**src/rtl/div_pkg.sv**
```systemverilog
// Shared types and constants for the sequential restoring divider.
// Included by div_step and div_seq.
package div_pkg;

    typedef enum logic {
        IDLE = 1'b0,
        WORK = 1'b1
    } div_state_t;

    // Quotient reported for a zero divisor; sliced to the operand width by users.
    localparam logic [63:0] DIV0_QUOT = '1;

    // Iteration counter width: holds 0..W without wrapping.
    function automatic int ctr_w(input int w);
        return $clog2(w) + 1;
    endfunction

endpackage

```
**src/rtl/div_step.sv**
```systemverilog
// One restoring-division step: shift {rem,quo} left, trial-subtract divisor.
// Purely combinational; no latency, no backpressure.
module div_step
    import div_pkg::*;
#(
    parameter int W = 16
) (
    input  logic [W-1:0] rem_in,
    input  logic [W-1:0] quo_in,
    input  logic [W-1:0] divisor,
    output logic [W-1:0] rem_out,
    output logic [W-1:0] quo_out
);

    logic [W:0]   rem_sh;
    logic [W+1:0] trial;
    logic         neg;

    always_comb begin
        rem_sh  = {rem_in, quo_in[W-1]};
        trial   = {1'b0, rem_sh} - {2'b00, divisor};
        neg     = trial[W+1];
        // rem_in < divisor keeps both the restored and the subtracted value within W bits
        rem_out = neg ? rem_sh[W-1:0] : trial[W-1:0];
        quo_out = {quo_in[W-2:0], ~neg};
    end

endmodule

```
**src/rtl/div_seq.sv**
```systemverilog
// Sequential unsigned divider y=a/b (r=a%b with DIV_REM_EN), one quotient bit per clock.
// Latency W cycles from accepted start (1 cycle for b==0); start ignored unless idle.
module div_seq
    import div_pkg::*;
#(
    parameter int W = 16
) (
    input  logic         clk,
    input  logic         reset,
    input  logic [W-1:0] a_bi,
    input  logic [W-1:0] b_bi,
    input  logic         start,
    output logic         busy_o,
    output logic [W-1:0] y_bo,
`ifdef DIV_REM_EN
    output logic [W-1:0] r_bo,
`endif
    output logic         out_ready
);

    localparam int CW = ctr_w(W);

    div_state_t    state_q, state_d;
    logic [CW-1:0] ctr_q, ctr_d;
    logic [W-1:0]  rem_q, rem_d;
    logic [W-1:0]  quo_q, quo_d;
    logic [W-1:0]  dvs_q, dvs_d;
    logic [W-1:0]  y_q, y_d;
    logic          rdy_q, rdy_d;
    logic          div0_q, div0_d;
    logic [W-1:0]  step_rem, step_quo;
`ifdef DIV_REM_EN
    logic [W-1:0]  r_q, r_d;
`endif

    div_step #(.W(W)) u_step (
        .rem_in  (rem_q),
        .quo_in  (quo_q),
        .divisor (dvs_q),
        .rem_out (step_rem),
        .quo_out (step_quo)
    );

    always_comb begin
        state_d = state_q;
        ctr_d   = ctr_q;
        rem_d   = rem_q;
        quo_d   = quo_q;
        dvs_d   = dvs_q;
        y_d     = y_q;
        rdy_d   = 1'b0;
        div0_d  = 1'b0;
`ifdef DIV_REM_EN
        r_d     = r_q;
`endif
        case (state_q)
            IDLE: begin
                if (div0_q) begin
                    // Zero divisor: dividend was parked in quo_q one cycle earlier
                    y_d   = DIV0_QUOT[W-1:0];
                    rdy_d = 1'b1;
`ifdef DIV_REM_EN
                    r_d   = quo_q;
`endif
                end else if (start) begin
                    dvs_d = b_bi;
                    quo_d = a_bi;
                    rem_d = '0;
                    ctr_d = '0;
                    if (b_bi == '0) begin
                        div0_d = 1'b1;
                    end else begin
                        state_d = WORK;
                    end
                end
            end
            WORK: begin
                rem_d = step_rem;
                quo_d = step_quo;
                ctr_d = ctr_q + 1'b1;
                if (ctr_q == CW'(W - 1)) begin
                    y_d     = step_quo;
                    rdy_d   = 1'b1;
                    ctr_d   = '0;
                    state_d = IDLE;
`ifdef DIV_REM_EN
                    r_d     = step_rem;
`endif
                end
            end
            default: state_d = IDLE;
        endcase
    end

    always_ff @(posedge clk or posedge reset) begin
        if (reset) begin
            state_q <= IDLE;
            ctr_q   <= '0;
            rem_q   <= '0;
            quo_q   <= '0;
            dvs_q   <= '0;
            y_q     <= '0;
            rdy_q   <= 1'b0;
            div0_q  <= 1'b0;
`ifdef DIV_REM_EN
            r_q     <= '0;
`endif
        end else begin
            state_q <= state_d;
            ctr_q   <= ctr_d;
            rem_q   <= rem_d;
            quo_q   <= quo_d;
            dvs_q   <= dvs_d;
            y_q     <= y_d;
            rdy_q   <= rdy_d;
            div0_q  <= div0_d;
`ifdef DIV_REM_EN
            r_q     <= r_d;
`endif
        end
    end

    assign busy_o    = (state_q == WORK);
    assign y_bo      = y_q;
    assign out_ready = rdy_q;
`ifdef DIV_REM_EN
    assign r_bo      = r_q;
`endif

endmodule

```
**config.mk**
```make
export PLATFORM = sky130hd
export DESIGN_NAME = div_seq
export DESIGN_NICKNAME = d
export VERILOG_FILES = /design/src/rtl/div_pkg.sv /design/src/rtl/div_step.sv /design/src/rtl/div_seq.sv
export SDC_FILE = /design/constraint.sdc
export NUM_CORES = 1
export LEC_CHECK = 0
export ABC_AREA = 1
export CAP_MARGIN = 25
export CORE_MARGIN = 2
export CORE_UTILIZATION = 40
export CTS_CLUSTER_SIZE = 28
export DETAILED_ROUTE_END_ITERATION = 6
export HOLD_SLACK_MARGIN = 0.06
export PLACE_DENSITY = 0.71
export SLEW_MARGIN = 15
export SYNTH_ARGS = -nofsm -noshare
export SYNTH_HDL_FRONTEND = slang
export SYNTH_SLANG_ARGS = --single-unit
```
**constraint.sdc**
```tcl
create_clock -name clk -period 2.19 [get_ports clk]
set_clock_uncertainty 0.15 [all_clocks]
set_input_delay 0.438 -clock clk [delete_from_list [all_inputs] [get_ports clk]]
set_output_delay 0.438 -clock clk [all_outputs]
set_load 0.03 [all_outputs]
```
# ---- After elaboration in Yosys (flattened, before gate mapping)
# Index checks and enable logic that the tools add are counted.
dict set report totals {
  ff_bits 72
  inputBits 35
  wordCells 48
}
dict set report op_classes {
  n_addsub 2
  n_eq_ne 5
  n_mux 26
  bitwise 3
  reduce_logical 4
}
# op n
set ops {}
lappend ops {{two-way mux 16 bit} 7}
lappend ops {{case mux 16 bit (2 select lines)} 3}
lappend ops {{subtractor 17 x 16 -> 18 bit} 1}
lappend ops {{zero test 16 bit} 1}
lappend ops {{two-way mux 5 bit} 3}
lappend ops {{two-way mux 1 bit} 10}
lappend ops {{case mux 5 bit (2 select lines)} 1}
lappend ops {{!= test 2 bit (second input constant)} 3}
lappend ops {{adder 5 x 1 -> 5 bit (second input constant)} 1}
lappend ops {{== test 5 x 4 -> 1 bit (second input constant)} 1}
lappend ops {{case mux 1 bit (2 select lines)} 2}
lappend ops {{AND reduction 2 bit} 2}
lappend ops {{NOT 1 bit} 3}
lappend ops {{AND reduction 3 bit} 1}
lappend ops {{!= test 2 x 1 -> 1 bit (second input constant)} 1}

# ---- Longest topological paths before layout
dict set report logic_depth {
  ltp_word 5
  depth_mapped 13
}

# ---- Hierarchy
# A second synthesis with hierarchy kept.
dict set report unflattened {
  hier_cells 588
  hier_area_um2 4453.0
}
# mod instances cells_per_inst area_per_inst_um2 seq_area_each_um2
set modules_own_cells {}
lappend modules_own_cells {div_seq 1 319 3009.1 1801.7}
lappend modules_own_cells {div_step 1 269 1443.9 0.0}

# ---- Worst setup path before layout
# OpenSTA, ideal clock, no wires.
dict set report synth_path {
  kind {reg2reg}
  start {reg rem_q[11]}
  end {reg rem_q[4]}
  t_arrival_ns 1.718
  t_required_ns 1.915
  slack_ns 0.198
  path_stages_with_launch 11
  n_path_buf 1
  path_cell_list {dfrtp_1 ha_1 nand2_1 inv_1 nand2_1 nand3_1 a21oi_2 a21oi_4 buf_6 nand2_1 nand3_1}
}
dict set report synth_via {
  elab_chain_cells 3
}
# item line_no
set synth_lines {}
lappend synth_lines {{start, declared} div_seq.sv:25} ;# logic [W-1:0] rem_q, rem_d;
lappend synth_lines {{start signal, assigned} div_seq.sv:111} ;# rem_q <= rem_d;
lappend synth_lines {{subtractor 17 x 16 -> 18 bit} div_step.sv:21} ;# trial = {1'b0, rem_sh} - {2'b00, divisor};
lappend synth_lines {{two-way mux 16 bit} div_step.sv:24} ;# rem_out = neg ? rem_sh[W-1:0] : trial[W-1:0];
lappend synth_lines {{case mux 16 bit (2 select lines)} div_seq.sv:56} ;# case (state_q)
# No other way between the ends.
# A chain may end at the register's enable or synchronous reset.

# ---- Final worst setup path
dict set report layout_path {
  start {reg quo_q[15]}
  end {reg rem_q[8]}
}
dict set report layout_via {
  elab_chain_cells 3
}
# item line_no
set layout_lines {}
lappend layout_lines {{start, declared} div_seq.sv:26} ;# logic [W-1:0] quo_q, quo_d;
lappend layout_lines {{start signal, assigned} div_seq.sv:112} ;# quo_q <= quo_d;
lappend layout_lines {{subtractor 17 x 16 -> 18 bit} div_step.sv:21}
lappend layout_lines {{two-way mux 16 bit} div_step.sv:24}
lappend layout_lines {{case mux 16 bit (2 select lines)} div_seq.sv:56}
# No other way between the ends.

==> flow_summary_export.csv <==
group,metric,value,unit
sta,rsz0062_at_grt,"no",
cts,max-clock-path-buffers,2,
layout,multi_input_area,0.001939,mm^2
routing,first_pass_iters,4,
setup_path,r2r_start,"quo_q[15]",
power_and_ir_drop,leakage,2.594,nW
sta,slew_headroom,0.6769,
layout,areaGrowthSynthToFinish,26.43,%
setup_path,cp_max_fo,3,
placement,dpl.hpwl,7533,um
layout,fin_area,0.005171,mm^2
floorplanning,initial_core_util,0.4146,
setup_path,worst-setup-path-type,"flip-flop to flip-flop",
power_and_ir_drop,vdd_drop_max,0.0007717,V
setup_path,cp.arrival,2120,ps
floorplanning,placementRows,36,
setup_path,worst_ep_required_time,2270,ps
synthesis,yosysWarnings,0,
floorplanning,core,0.009864,mm^2
cts,cts_tree,"built",
cts,cts-root-buf,"clkbuf_8",
synthesis,synth_xor_area_frac,0.01927,
routing,wl_per_cell,13.90,um
sta,finalCriticalPeriod,2037,ps
sta,fmax,0.4910,GHz
synthesis,syn_area,0.004090,mm^2
cts,clock-sinks,72,
routing,drt_first_iter_violations,142,
synthesis,synth.avg_cell_area,8.020,um^2
layout,register_area,0.001802,mm^2
synthesis,muxShareOfSynthArea,0.04130,
floorplanning,die_y,105.1,um
setup_path,rrSetupSlack,150,ps
layout,fillCellCount,917,
routing,via_count,3542,
setup_path,cp-start-kind,"flip-flop",
sta,worst_slew_pin_slew,484.7,ps
global_routing,grt_pass1_vias,3506,
global_routing,antenna_found_initial,0,
cts,ctsHtreeMaxLevel,3,
global_routing,grt_first_pass_wirelength,17220,um
hold_path,hold_path_class,"flip-flop to flip-flop",
sta,fin_tns_setup,0,ps
setup_path,reg2reg_depth,10,
cts,cts_buffers,9,
routing,ant_nets,0,
synthesis,synth_nets,563,
synthesis,synth_top_family_by_area,"simple AND/OR/NAND/NOR gates",
synthesis,synthCells,510,
setup_path,worstReg2RegEnd,"rem_q[8]",
synthesis,synth_compound_area_frac,0.09789,
sta,hold_viol,0,
synthesis,seq_area_frac_synth,0.4405,
routing,drcViolationCount,0,
setup_path,endpoint,"rem_q[8]",
routing,wirelength,9949,um
cts,cts.clk_slew.worst_paths,80,ps
sta,setup_violations,0,
setup_path,cp-startpoint,"quo_q[15]",
layout,drive_above_1_share,0.1201,
cts,post-cts-setup-buffers,0,
layout,diodes,0,
global_routing,grt-ovfl-total,0,
sta,timing.final.max_slew_violations,0,
flow_run,cap_violations,0,
global_routing,grtUsageTotal,0.1954,
run_status,status,"finished clean",
synthesis,synth_cell_types,34,
placement,dpl_cell_area,0.004908,mm^2
floorplanning,die_width,105.1,um
sta,fin_crit_sh,0.9301,
global_routing,grt_start_max_net_pins,39,
routing,viasPerCell,4.947,
synthesis,synthAdderAreaFrac,0.05690,
floorplanning,ios,53,
setup_path,cp-end-kind,"flip-flop",
layout,nNetsFinal,631,
floorplanning,die-area,0.01105,mm^2
placement,gp_congestion,0.9298,
cts,clk-insertion-delay-late,360,ps
synthesis,yosys.area_share.simple,0.2508,
power_and_ir_drop,power_density,1608,mW/mm^2
placement,portBuffers,52,
synthesis,synth_seq_cells,72,
sequential cells by signal, indices dropped and copies added (netlist names):
name,flops
dvs_q,16
quo_q,16
rem_q,16
y_bo,16
ctr_q,5
busy_o,1
div0_q,1
out_ready,1
timing repair:
item / 4_1_cts / 5_1_grt
endpoints found under the setup margin: 0 / 18
gates resized for setup: 0 / 4
endpoints found under the hold margin: 0 / 0
hold buffers: 0 / 0
how the worst min path moves through the flow:
stage          startpoint        to  cells past startpoint
6_report         dvs_q[2]  dvs_q[2]                      2
5_1_grt           y_bo[7]   y_bo[7]                      1
4_1_cts          dvs_q[2]  dvs_q[2]                      2
3_5_place_dp     dvs_q[2]  dvs_q[2]                      2
3_3_place_gp     dvs_q[2]  dvs_q[2]                      2
2_1_floorplan    dvs_q[2]  dvs_q[2]                      2
cells by family (layout without fill, tap and decap cells):
family | after synthesis | count (layout)
DFF | 72 | 72
xor gates and xnor gates | 9 | 9
buffers and inverters | 96 | 169
adders and majority gates | 18 | 18
AOI/OAI and AO/OA | 67 | 67
and+or+nand+nor | 233 | 233
muxes | 15 | 15
worst max-delay path: stages, from the launching register on:
cell and delay (ps):
dfrtp_1 350, inv_1 60, ha_1 230, fa_1 440
o21bai_1 250, and2_1 180, nor2_1 40, nand2_1 50
nand2_1 50, nand2_1 60, nand3_1 60
layout make-up:
type | instances | share of cell area
clock buffer | 9 | 0.02395
clock inverter | 7 | 0.01984
inverter | 79 | 0.05807
multi-input combinational | 342 | 0.3750
sequential | 72 | 0.3484
tap | 133 | 0.03218
timing repair buffer | 74 | 0.1425
power breakdown:
group	switching (W)	total [W]	internal, W
sequential	0.000327	0.00230	0.00197
combinational	0.00278	0.00481	0.00203
clock	0.000553	0.00121	0.000655
cells in the mapped netlist:
cell	n	share of area
a21oi_1	24	0.029
a21oi_2	2	0.0043
a21oi_4	1	0.0040
and2_1	3	0.0046
and2_2	1	0.0018
buf_1	1	0.00092
buf_2	2	0.0024
buf_4	1	0.0018
buf_6	2	0.0055
clkbuf_1	11	0.010
dfrtp_1	72	0.44
fa_1	1	0.0049
ha_1	17	0.052
inv_1	79	0.072
mux2_2	15	0.041
nand2_1	127	0.12
nand2_2	2	0.0031
nand2_4	1	0.0028
nand3_1	37	0.045
nand3_2	1	0.0024
nand4_1	19	0.029
nor2_1	32	0.029
nor2_2	2	0.0031
nor3_1	1	0.0012
nor3_2	1	0.0024
nor4_1	4	0.0061
o211ai_1	15	0.028
o21a_1	1	0.0018
o21ai_0	21	0.026
o21bai_1	2	0.0037
o22ai_1	1	0.0015
or2_2	2	0.0031
xnor2_1	2	0.0043
xor2_1	7	0.015
cells in the final DEF (no fill, tap or decap), drive strengths merged:
cell | netlist | layout
or2 | 2 | 2
nand4 | 19 | 19
nor4 | 4 | 4
clkbuf | 11 | 9
xor2 | 7 | 7
ha | 17 | 17
inv | 79 | 80
buf | 6 | 23
nor3 | 2 | 2
bufinv | 0 | 2
clkinvlp | 0 | 1
clkdlybuf4s50 | 0 | 51
clkinv | 0 | 3
nand3 | 38 | 38
nand2 | 130 | 130
mux2 | 15 | 15
o21a | 1 | 1
and2 | 4 | 4
fa | 1 | 1
o22ai | 1 | 1
nor2 | 34 | 34
o21bai | 2 | 2
a21oi | 27 | 27
o21ai | 21 | 21
dfrtp | 72 | 72
o211ai | 15 | 15
xnor2 | 2 | 2
routing by layer:
layer,track usage,wire (um)
met2,0.2964,4474
met3,0.03681,548
met5,0,0
met1,0.2791,4807
met4,0.06762,119
per-stage QoR:
step	instances	setup WS (ps)	util	total power, W	hold WS [ps]
after floorplan	510	197.6	-	0.005568	303.0
after global placement	700	94.61	0.4976	0.006963	322.9
after detailed placement	700	110.2	0.4976	0.007047	325.9
after CTS	716	90.66	0.5205	0.008281	345.5
after global routing	716	1.392	0.5242	0.009093	381.3
final	716	153.2	0.5242	0.008317	340.5
(Power assumes the default switching activity.)
